File: src/rtl/pdm_cic_decimator_if.sv
// PCM output bus of pdm_cic_decimator: sample, one-clk strobe, sticky clip flag and its clear.
interface pdm_cic_decimator_if;
  logic signed [15:0] pcm_data;
  logic               pcm_valid;
  logic               clip;
  logic               clip_clr;

  modport master (output pcm_data, output pcm_valid, output clip, input clip_clr);
  modport slave  (input pcm_data, input pcm_valid, input clip, output clip_clr);
endinterface

File: src/rtl/pdm_cic_decimator.sv
// 4th-order CIC decimator (R = 2^DECIM_LOG2, M = 1) turning a 1-bit PDM stream into 16-bit PCM.
// Optional DC-blocking high-pass after saturation when PDM_DCBLOCK_EN is defined.
module pdm_cic_decimator #(
  parameter  int DECIM_LOG2 = 6,
  localparam int ACC_W      = 4*DECIM_LOG2 + 2
) (
  input  logic                clk,
  input  logic                sysreset_n,
  input  logic                enable,
  input  logic                pdm_in,
  pdm_cic_decimator_if.master pcm
);

  localparam int SHIFT = 4*DECIM_LOG2 - 15;
  localparam logic [DECIM_LOG2-1:0] CNT_MAX = '1;

  logic [DECIM_LOG2-1:0] cnt;
  logic                  tick;
  logic signed [ACC_W-1:0] x_in;
  logic signed [ACC_W-1:0] i1, i2, i3, i4, i4_next;
  logic signed [ACC_W-1:0] comb_in;
  logic signed [ACC_W-1:0] c1, c2, c3, c4;
  logic signed [ACC_W-1:0] d1, d2, d3, d4;
  logic [4:0]            step;
  logic signed [16:0]    s;
  logic signed [15:0]    s_sat;
  logic                  s_clip;
  logic                  out_fire;
  logic signed [15:0]    out_val;
  logic                  clip_set;
  logic                  unused_bits;

  assign x_in    = pdm_in ? {{(ACC_W-1){1'b0}}, 1'b1} : {ACC_W{1'b1}};
  assign i4_next = i4 + i3;
  assign tick    = enable && (cnt == CNT_MAX);

  always_ff @(posedge clk) begin
    if (!sysreset_n) begin
      cnt <= '0;
      i1  <= '0;
      i2  <= '0;
      i3  <= '0;
      i4  <= '0;
    end else if (enable) begin
      cnt <= cnt + 1'b1;
      i1  <= i1 + x_in;
      i2  <= i2 + i1;
      i3  <= i3 + i2;
      i4  <= i4_next;
    end
  end

  // Comb stages run off a one-hot step chain so they finish even if enable drops after the tick.
  always_ff @(posedge clk) begin
    if (!sysreset_n) begin
      step    <= '0;
      comb_in <= '0;
      c1 <= '0; c2 <= '0; c3 <= '0; c4 <= '0;
      d1 <= '0; d2 <= '0; d3 <= '0; d4 <= '0;
    end else begin
      step <= {step[3:0], tick};
      if (tick) comb_in <= i4_next;
      if (step[0]) begin
        c1 <= comb_in - d1;
        d1 <= comb_in;
      end
      if (step[1]) begin
        c2 <= c1 - d2;
        d2 <= c1;
      end
      if (step[2]) begin
        c3 <= c2 - d3;
        d3 <= c2;
      end
      if (step[3]) begin
        c4 <= c3 - d4;
        d4 <= c3;
      end
    end
  end

  assign s           = c4[ACC_W-1:SHIFT];
  assign unused_bits = ^c4[SHIFT-1:0];

  always_comb begin
    s_sat  = s[15:0];
    s_clip = 1'b0;
    if (s[16] != s[15]) begin
      s_clip = 1'b1;
      s_sat  = s[16] ? 16'sh8000 : 16'sh7fff;
    end
  end

`ifdef PDM_DCBLOCK_EN
  logic signed [15:0] dc_x, dc_x1, dc_y1;
  logic               dc_step;
  logic signed [17:0] dc_y;
  logic signed [15:0] dc_sat;
  logic               dc_clip;
  logic signed [15:0] dc_leak;

  // Feedback uses the saturated output so the state stays bounded inside 18 bits.
  assign dc_leak = dc_y1 >>> 8;
  assign dc_y    = {{2{dc_x[15]}}, dc_x} - {{2{dc_x1[15]}}, dc_x1}
                 + {{2{dc_y1[15]}}, dc_y1} - {{2{dc_leak[15]}}, dc_leak};

  always_comb begin
    dc_sat  = dc_y[15:0];
    dc_clip = 1'b0;
    if (!((dc_y[17:15] == 3'b000) || (dc_y[17:15] == 3'b111))) begin
      dc_clip = 1'b1;
      dc_sat  = dc_y[17] ? 16'sh8000 : 16'sh7fff;
    end
  end

  always_ff @(posedge clk) begin
    if (!sysreset_n) begin
      dc_x    <= '0;
      dc_x1   <= '0;
      dc_y1   <= '0;
      dc_step <= 1'b0;
    end else begin
      dc_step <= step[4];
      if (step[4]) dc_x <= s_sat;
      if (dc_step) begin
        dc_x1 <= dc_x;
        dc_y1 <= dc_sat;
      end
    end
  end

  assign out_fire = dc_step;
  assign out_val  = dc_sat;
  assign clip_set = (step[4] && s_clip) || (dc_step && dc_clip);
`else
  assign out_fire = step[4];
  assign out_val  = s_sat;
  assign clip_set = step[4] && s_clip;
`endif

  // A saturating sample beats a simultaneous clip_clr.
  always_ff @(posedge clk) begin
    if (!sysreset_n) begin
      pcm.pcm_data  <= '0;
      pcm.pcm_valid <= 1'b0;
      pcm.clip      <= 1'b0;
    end else begin
      pcm.pcm_valid <= out_fire;
      if (out_fire) pcm.pcm_data <= out_val;
      if (clip_set)
        pcm.clip <= 1'b1;
      else if (pcm.clip_clr)
        pcm.clip <= 1'b0;
    end
  end

endmodule

File: src/flat_wrapper.sv
// flat-port wrapper written by rule: the top's interface ports become plain ports
module pdm_cic_decimator_flat 
#(
  parameter  int DECIM_LOG2 = 6,
  localparam int ACC_W      = 4*DECIM_LOG2 + 2
)
  (clk, sysreset_n, enable, pdm_in, pcm_pcm_data, pcm_pcm_valid, pcm_clip, pcm_clip_clr);
  pdm_cic_decimator_if pcm_i ();
  input  logic clk;
  input  logic sysreset_n;
  input  logic enable;
  input  logic pdm_in;
  output wire logic [$bits(pcm_i.pcm_data)-1:0] pcm_pcm_data;
  output wire logic [$bits(pcm_i.pcm_valid)-1:0] pcm_pcm_valid;
  output wire logic [$bits(pcm_i.clip)-1:0] pcm_clip;
  input wire logic [$bits(pcm_i.clip_clr)-1:0] pcm_clip_clr;
  assign pcm_pcm_data = pcm_i.pcm_data;
  assign pcm_pcm_valid = pcm_i.pcm_valid;
  assign pcm_clip = pcm_i.clip;
  assign pcm_i.clip_clr = pcm_clip_clr;
  pdm_cic_decimator #(.DECIM_LOG2(DECIM_LOG2)) u_core (.clk(clk), .sysreset_n(sysreset_n), .enable(enable), .pdm_in(pdm_in), .pcm(pcm_i));
endmodule
File: config.mk
export PLATFORM = sky130hd
export DESIGN_NAME = pdm_cic_decimator_flat
export DESIGN_NICKNAME = d
export VERILOG_FILES = /design/src/rtl/pdm_cic_decimator_if.sv /design/src/rtl/pdm_cic_decimator.sv /design/src/flat_wrapper.sv
export SDC_FILE = /design/constraint.sdc
export NUM_CORES = 1
export LEC_CHECK = 0
export CAP_MARGIN = 20
export CORE_ASPECT_RATIO = 1.4
export CORE_MARGIN = 2
export CORE_UTILIZATION = 56
export CTS_CLUSTER_DIAMETER = 30
export DETAILED_ROUTE_END_ITERATION = 8
export PLACE_DENSITY_LB_ADDON = 0.12
export SLEW_MARGIN = 20
export SYNTH_ARGS = -nofsm -noshare
export SYNTH_HDL_FRONTEND = slang
export SYNTH_SLANG_ARGS = --single-unit
File: constraint.sdc
create_clock -name clk -period 4.7 [get_ports clk]
set_input_delay 0.94 -clock clk [delete_from_list [all_inputs] [get_ports clk]]
set_output_delay 0.94 -clock clk [all_outputs]
set_load 0.02 [all_outputs]
==> results.md, run 1 <==
* WL final at 53900 um
* Diode count at 0
* Worst Path Arrival at 4.03 ns
* Most frequent cells in the layout: 354 x dfxtp_1, 330 x nor2_1, 225 x a21oi_1
* Layout area overhead at 13.6%
* Clk buf depth at 3
* P_int at 6.85 mW
* Finished Core Util at 64.6%
* Area occupied by multi-input gates at 14100 um^2
* RSZ-0062 raised after global routing: no
* WL per Instance at 16.5 um
* Comb power frac at 10.8%
* CP Cell Sequence: clkdlybuf4s50_1 -> buf_4 -> fa_1 -> and2b_1 -> o21ai_2 -> a2111oi_2 -> o21ba_2 -> o311ai_2 -> a211oi_1 -> o211ai_1 -> nand4b_1 -> o311ai_1
* Slowest stage delay, CP at 0.45 ns
* DR vias at 19000
* Max cap viols at 0
* Input/output buffers at 22
* Dominant synthesized flop cell: dfxtp_1
* CP required at 5.13 ns
* Fill cells at 3401
* Post-cts hold buffer count at 0
* Final min period at 3.59 ns
* Reg2Reg Setup Slack at 1.47 ns
* Hold Vio Cnt, Final at 0
* Critical path fanouts, max at 4
* Max-Slew Margin vs Limit at 37.3%
* Top cells by area, synth: dfxtp_1 32%, ha_1 11%, mux2i_1 8.6%
* Syn avg cell area at 8.32 um^2
* Synth area leader: dfxtp_1
* EDFF count, synth at 0
* Clock root buffer: clkbuf_16
* Most common cell after layout, fill and taps aside: dfxtp_1
* R2R Path Start: u_core.c2[0]
* Synthesized flop and latch total at 358
* Crit path depth at 12
* Grt ovf at 0
* Final cycle utilization of the critical path at 76.5%
* Routed vias/inst at 5.79
* Gpl congestion at 0.908
* Critical path class: primary input to flop
* Remaining DRCs at 0
* Crit. End Element: flop
* Mapped cell area at 22400 um^2
* Num CTS Buffers at 73
* Die Span X at 173 um
* Hold EP: u_core.c4[21]
* Post-synth top area share at 32.0%
* Max-slew violations at 0
* Fmax at 278 MHz
* Final setup fails at 0
* Nets at 2904
* Sw frac at 26.5%
* R2r endpoint: u_core.c3[24]
* Power per Cell Area at 366 nW/um^2
* DRT iter0 DRCs at 888
* GRT Util Overall at 25.7%
* Die extent in y at 241 um
* Share of cells above drive strength 1 at 7.03%
* Synth warn at 0
* HP Start: u_core.c4[21]
* NetSw at 2.46 mW
* Unique masters post-synth at 85
* Hold depth at 2
* Die area at 41600 um^2
* Reg clk slew, reported paths at 0.06 ns
* Reg area at 7170 um^2
* Syn Nets at 2905
* Routed Antenna Nets at 0
* Clock Sinks at 358
* Vias in the first global route at 18800
* Worst skew pair latency at 0.60 ns
* IO Count at 23
* Num rows at 86
* Dpl hpwl at 38600 um
* CTS tree: built
* Fin Setup TNS at 0 ns
* Worst path slowest cell: a2111oi_2
* Antenna violations before repair at 0
* First-pass GRT wire length at 89400 um
* Drt pass-1 iters at 5
* Cells after Synth at 2692
* Outcome: complete, no violations
* Buffer and inverter count on the worst path at 2
* Power share of the clock group at 54.4%
* Top delay family on crit path: compound AO/OA/AOI/OAI gates
* Reg2Reg Depth at 13
* Core ar. at 39400 um^2
* Register area share after synthesis at 32.0%
* Min-Delay Path Class: flop to flop
* Initial Util at 56.9%
* Sequential share of power at 34.8%
* Startpoint Class: primary input
* Worst VDD drop at 0.439 mV
* Resize count post-CTS at 0
* Slew @ Worst Pin at 0.939 ns
* Asr flop ratio synth at 0%
* Largest net degree at the start of global routing at 154
* Leak Pwr at 10.7 nW
* H-tree depth at 3
* Final Skew at 0.0321 ns
* Post-CTS setup buffer count at 0
## per-stage QoR
stage | hold slack (ns) | worst slack (ns) | std cells | power, mW | cell area [um^2]
2_1_floorplan | 0.428 | 1.08 | 2692 | 4.07 | 22400
3_3_place_gp | 0.447 | 0.611 | 3144 | 4.27 | 23000
3_5_place_dp | 0.453 | 0.550 | 3144 | 4.30 | 23000
4_1_cts | 0.467 | 1.13 | 3275 | 9.39 | 25400
5_1_grt | 0.495 | 0.919 | 3275 | 9.70 | 25400
6_report | 0.468 | 1.11 | 3275 | 9.32 | 25400
## final cells by class
type | instances | area share, %
repair buffers | 42 | 1.48
clock buffers | 85 | 7.59
flip-flops and latches | 358 | 28.2
well taps | 528 | 2.60
inverters | 177 | 2.64
clock inverters | 46 | 1.99
multi-input cells | 2039 | 55.5
## flip-flops by register name, summed over array words and instances (netlist names), 5 cells and up
name and flops:
u_core.d2 26, u_core.pcm.pcm_data 16, u_core.d4 26, u_core.i4 26, u_core.d3 26, u_core.c2 26, u_core.i2 26, u_core.c3 26
u_core.i3 26, u_core.comb_in 26, u_core.i1 26, u_core.c1 26, u_core.cnt 6, u_core.d1 26, u_core.c4 17, u_core.step 5
## how the worst max path moves through the flow
stage | end | startpoint | slack [ns]
floorplan | u_core.i1[23] | pdm_in | 1.08
global placement | u_core.i1[24] | pdm_in | 0.61
detailed placement | u_core.i1[24] | pdm_in | 0.55
CTS | u_core.i1[24] | pdm_in | 1.13
global route | u_core.i1[24] | pdm_in | 0.92
finish | u_core.i1[24] | pdm_in | 1.11
## layer usage
layer	global-route usage, %	part of all wire, %
met1	27.0	40
met2	49.5	52
met3	3.64	2.9
met4	13.6	4.5
met5	0	0
## tightest hold or removal path, delay by kind of cell, from the launching register on
family / cells / cell delay, ns
AND/OR/NAND/NOR: 1 / 0.05
flip-flops: 1 / 0.31
AO/OA/AOI/OAI: 1 / 0.05
## power by group through the flow
stage / Combinational, mW / Clock, mW / Sequential, mW
after floorplan: 0.813 / 0 / 3.25
after global placement: 0.978 / 0 / 3.29
after detailed placement: 0.999 / 0 / 3.30
after CTS: 1.01 / 5.15 / 3.24
after global routing: 1.13 / 5.32 / 3.24
final: 1.01 / 5.07 / 3.24
## cell families after synthesis
group	Yosys count	share of synthesized area, %
adder cells (fa/ha/maj)	208	11.9
XOR/XNOR	131	5.12
multiplexers	195	8.73
AND/OR/NAND/NOR	791	16.4
AO/OA/AOI/OAI	714	21.0
flip-flops	358	32.0
buffers and inverters	295	4.95
## Yosys cell counts, types with 30 or more instances
master,count
inv_1,176
nor2_1,330
nor3_1,44
nand3_1,84
o21ai_0,69
nand2_1,150
a211oi_1,42
or3_1,30
xnor2_1,78
a21o_1,99
o21ai_1,66
ha_1,201
dfxtp_1,358
clkbuf_1,98
xor2_1,53
a21oi_1,225
mux2i_1,192
Power figures use the tool's default switching activity.
==> run 2, diff against run 1 <==
==> constraint.sdc (replaced) <==
create_clock -name clk -period 3.1 [get_ports clk]
set_input_delay 0.62 -clock clk [delete_from_list [all_inputs] [get_ports clk]]
set_output_delay 0.62 -clock clk [all_outputs]
set_load 0.02 [all_outputs]
==> run 2 against run 1 <==
  * Final area grew 3.5%
  * Worst hold slack improved by 0.0073 ns
  * Register-to-register slack worse by 1.3 ns
  * Sequential power up 52%
  * Setup slack lost 0.93 ns
  * Critical path type is now flop to flop
  * Non-clock buffer count increased by 77
  * Sequential cell count is the same
==> results.md, run 2 (synthesis gave the netlist of run 1 again) <==
* Layout area overhead at 17.6% (was 13.6%)
* Sw frac at 27.8% (was 26.5%)
* Startpoint Class: flop (was primary input)
* Clk buf depth at 3 (unchanged)
* Max-Slew Margin vs Limit at 36.3% (was 37.3%)
* Antenna violations before repair at 0 (unchanged)
* Outcome: complete, no violations (unchanged)
* Reg area at 7170 um^2 (unchanged)
* Routed vias/inst at 5.78 (was 5.79)
* Fin Setup TNS at 0 ns (unchanged)
* Die area at 41600 um^2 (unchanged)
* Final Skew at 0.0307 ns (was 0.0321 ns)
* IO Count at 23 (unchanged)
* Clock root buffer: clkbuf_16 (unchanged)
* Power per Cell Area at 555 nW/um^2 (was 366 nW/um^2)
* DRT iter0 DRCs at 1006 (was 888)
* NetSw at 4.07 mW (was 2.46 mW)
* Worst Path Arrival at 3.46 ns (was 4.03 ns)
* Die Span X at 173 um (unchanged)
* Max-slew violations at 0 (unchanged)
* Critical path class: flop to flop (was primary input to flop)
* Reg clk slew, reported paths at 0.05 ns (was 0.06 ns)
* Fill cells at 3378 (was 3401)
* Max cap viols at 0 (unchanged)
* Diode count at 0 (unchanged)
* CP required at 3.63 ns (was 5.13 ns)
* WL per Instance at 16.8 um (was 16.5 um)
* GRT Util Overall at 26.9% (was 25.7%)
* Num CTS Buffers at 77 (was 73)
* Grt ovf at 0 (unchanged)
* Nets at 2985 (was 2904)
* Clock Sinks at 358 (unchanged)
* Final min period at 2.93 ns
* Most common cell after layout, fill and taps aside: dfxtp_1 (unchanged)
* First-pass GRT wire length at 93200 um (was 89400 um)
* P_int at 10.6 mW (was 6.85 mW)
* Initial Util at 56.9% (unchanged)
* Vias in the first global route at 19200 (was 18800)
* Most frequent cells in the layout: 354 x dfxtp_1, 330 x nor2_1, 222 x a21oi_1 (was 354 x dfxtp_1, 330 x nor2_1, 225 x a21oi_1)
* Dpl hpwl at 40700 um (was 38600 um)
* Hold Vio Cnt, Final at 0 (unchanged)
* Area occupied by multi-input gates at 14300 um^2 (was 14100 um^2)
* Gpl congestion at 0.920 (was 0.908)
* Post-route cell area at 26300 um^2 (was 25400 um^2)
* Core ar. at 39400 um^2 (unchanged)
* Largest net degree at the start of global routing at 75 (was 154)
* WL final at 56400 um (was 53900 um)
* Final setup fails at 0 (unchanged)
* Remaining DRCs at 0 (unchanged)
* Crit. End Element: flop (unchanged)
* H-tree depth at 3 (unchanged)
* Comb power frac at 11.6% (was 10.8%)
* CTS tree: built (unchanged)
* Placed Cells at 3219 (was 3144)
* Final cycle utilization of the critical path at 94.5%
* Fin cells at 3361 (was 3275)
* Input/output buffers at 22 (unchanged)
* Num rows at 86 (unchanged)
* Share of cells above drive strength 1 at 10.5% (was 7.03%)
* DR vias at 19400 (was 19000)
* Fmax at 341 MHz
* Sequential share of power at 33.6% (was 34.8%)
* Routed Antenna Nets at 0 (unchanged)
* Critical path fanouts, max at 3 (was 4)
* Worst skew pair latency at 0.61 ns (was 0.60 ns)
* Hold Slack at 0.476 ns (was 0.468 ns)
* Power share of the clock group at 54.8% (was 54.4%)
* Die extent in y at 241 um (unchanged)
* Post-cts hold buffer count at 0 (unchanged)
* Dpl cell area at 23600 um^2 (was 23000 um^2)
* Worst VDD drop at 0.548 mV (was 0.439 mV)
* Min-Delay Path Class: flop to flop (unchanged)
* Leak Pwr at 11.1 nW (was 10.7 nW)
* Drt pass-1 iters at 5 (unchanged)
* Slew @ Worst Pin at 0.955 ns (was 0.939 ns)
==> run 2: cell types whose count changed in the layout (fill, tap and decap cells not counted), moves of 3 or more <==
cell / delta
inv_8: +6
a21oi_1: -3
buf_4: +74
clkinv_4: -5
buf_12: +3
clkbuf_16: +5
clkbuf_1: -3
bufinv_16: -4
inv_6: +6
a2111oi_0: -4
==> run 2: what timing repair did <==
action | 4_1_cts | 5_1_grt
endpoints found under the setup margin | 8 | 10
buffers inserted | 1 | 1
pin swaps | 4 | 6
endpoints found under the hold margin | 0 | 0
gates resized for setup | 6 | 19
==> run 2: per-stage QoR <==
step | util, % | total power, mW | worst slack (ns)
after floorplan | - | 6.16 | -0.114
after global placement | 60.0 | 6.63 | -0.652
after detailed placement | 60.0 | 6.67 | -0.689
after CTS | 66.6 | 14.7 | 0.0492
after global routing | 66.9 | 15.2 | -0.0321
final | 66.9 | 14.6 | 0.172
==> run 2: critical path, stage by stage, from the launching register on <==
cell and delay (ns):
dfxtp_1 0.33, inv_1 0.06, ha_1 0.14, inv_1 0.06, fa_1 0.48, a2111oi_4 0.36
o31ai_4 0.16, o2111ai_2 0.22, nand4_1 0.18, a41oi_2 0.25, nor2b_1 0.10, o41ai_2 0.27
nand4_1 0.13, o211ai_1 0.13
==> run 2: final cells by class <==
| type | instances | area share, % |
|---|---|---|
| flip-flops and latches | 358 | 27.2 |
| repair buffers | 119 | 3.77 |
| well taps | 528 | 2.51 |
| inverters | 177 | 2.56 |
| clock inverters | 52 | 1.97 |
| multi-input cells | 2039 | 54.1 |
| clock buffers | 88 | 7.82 |
==> run 2: routing by layer <==
| layer | share of wire (%) | GRT usage (%) |
|---|---|---|
| met1 | 40 | 28.7 |
| met5 | 0 | 0 |
| met2 | 52 | 51.6 |
| met4 | 4.5 | 14.0 |
| met3 | 3.1 | 3.76 |
==> run 2: power by group through the flow <==
stage	clock network, mW	logic, mW	registers (mW)
after global placement	0	1.63	5.00
after CTS	8.13	1.69	4.91
after detailed placement	0	1.66	5.00
after floorplan	0	1.23	4.93
final	8.02	1.69	4.92
after global routing	8.39	1.89	4.92
==> run 2: worst paths after layout <==
| path | from | end | slack (ns) | cells after the start |
|---|---|---|---|---|
| min reg2reg | u_core.i4[23] | u_core.i4[23] | 0.48 | 1 |
| min | u_core.i4[23] | u_core.i4[23] | 0.48 | 1 |
| max reg2reg | u_core.c2[0] | u_core.c3[24] | 0.17 | 13 |
| max | u_core.c2[0] | u_core.c3[24] | 0.17 | 13 |
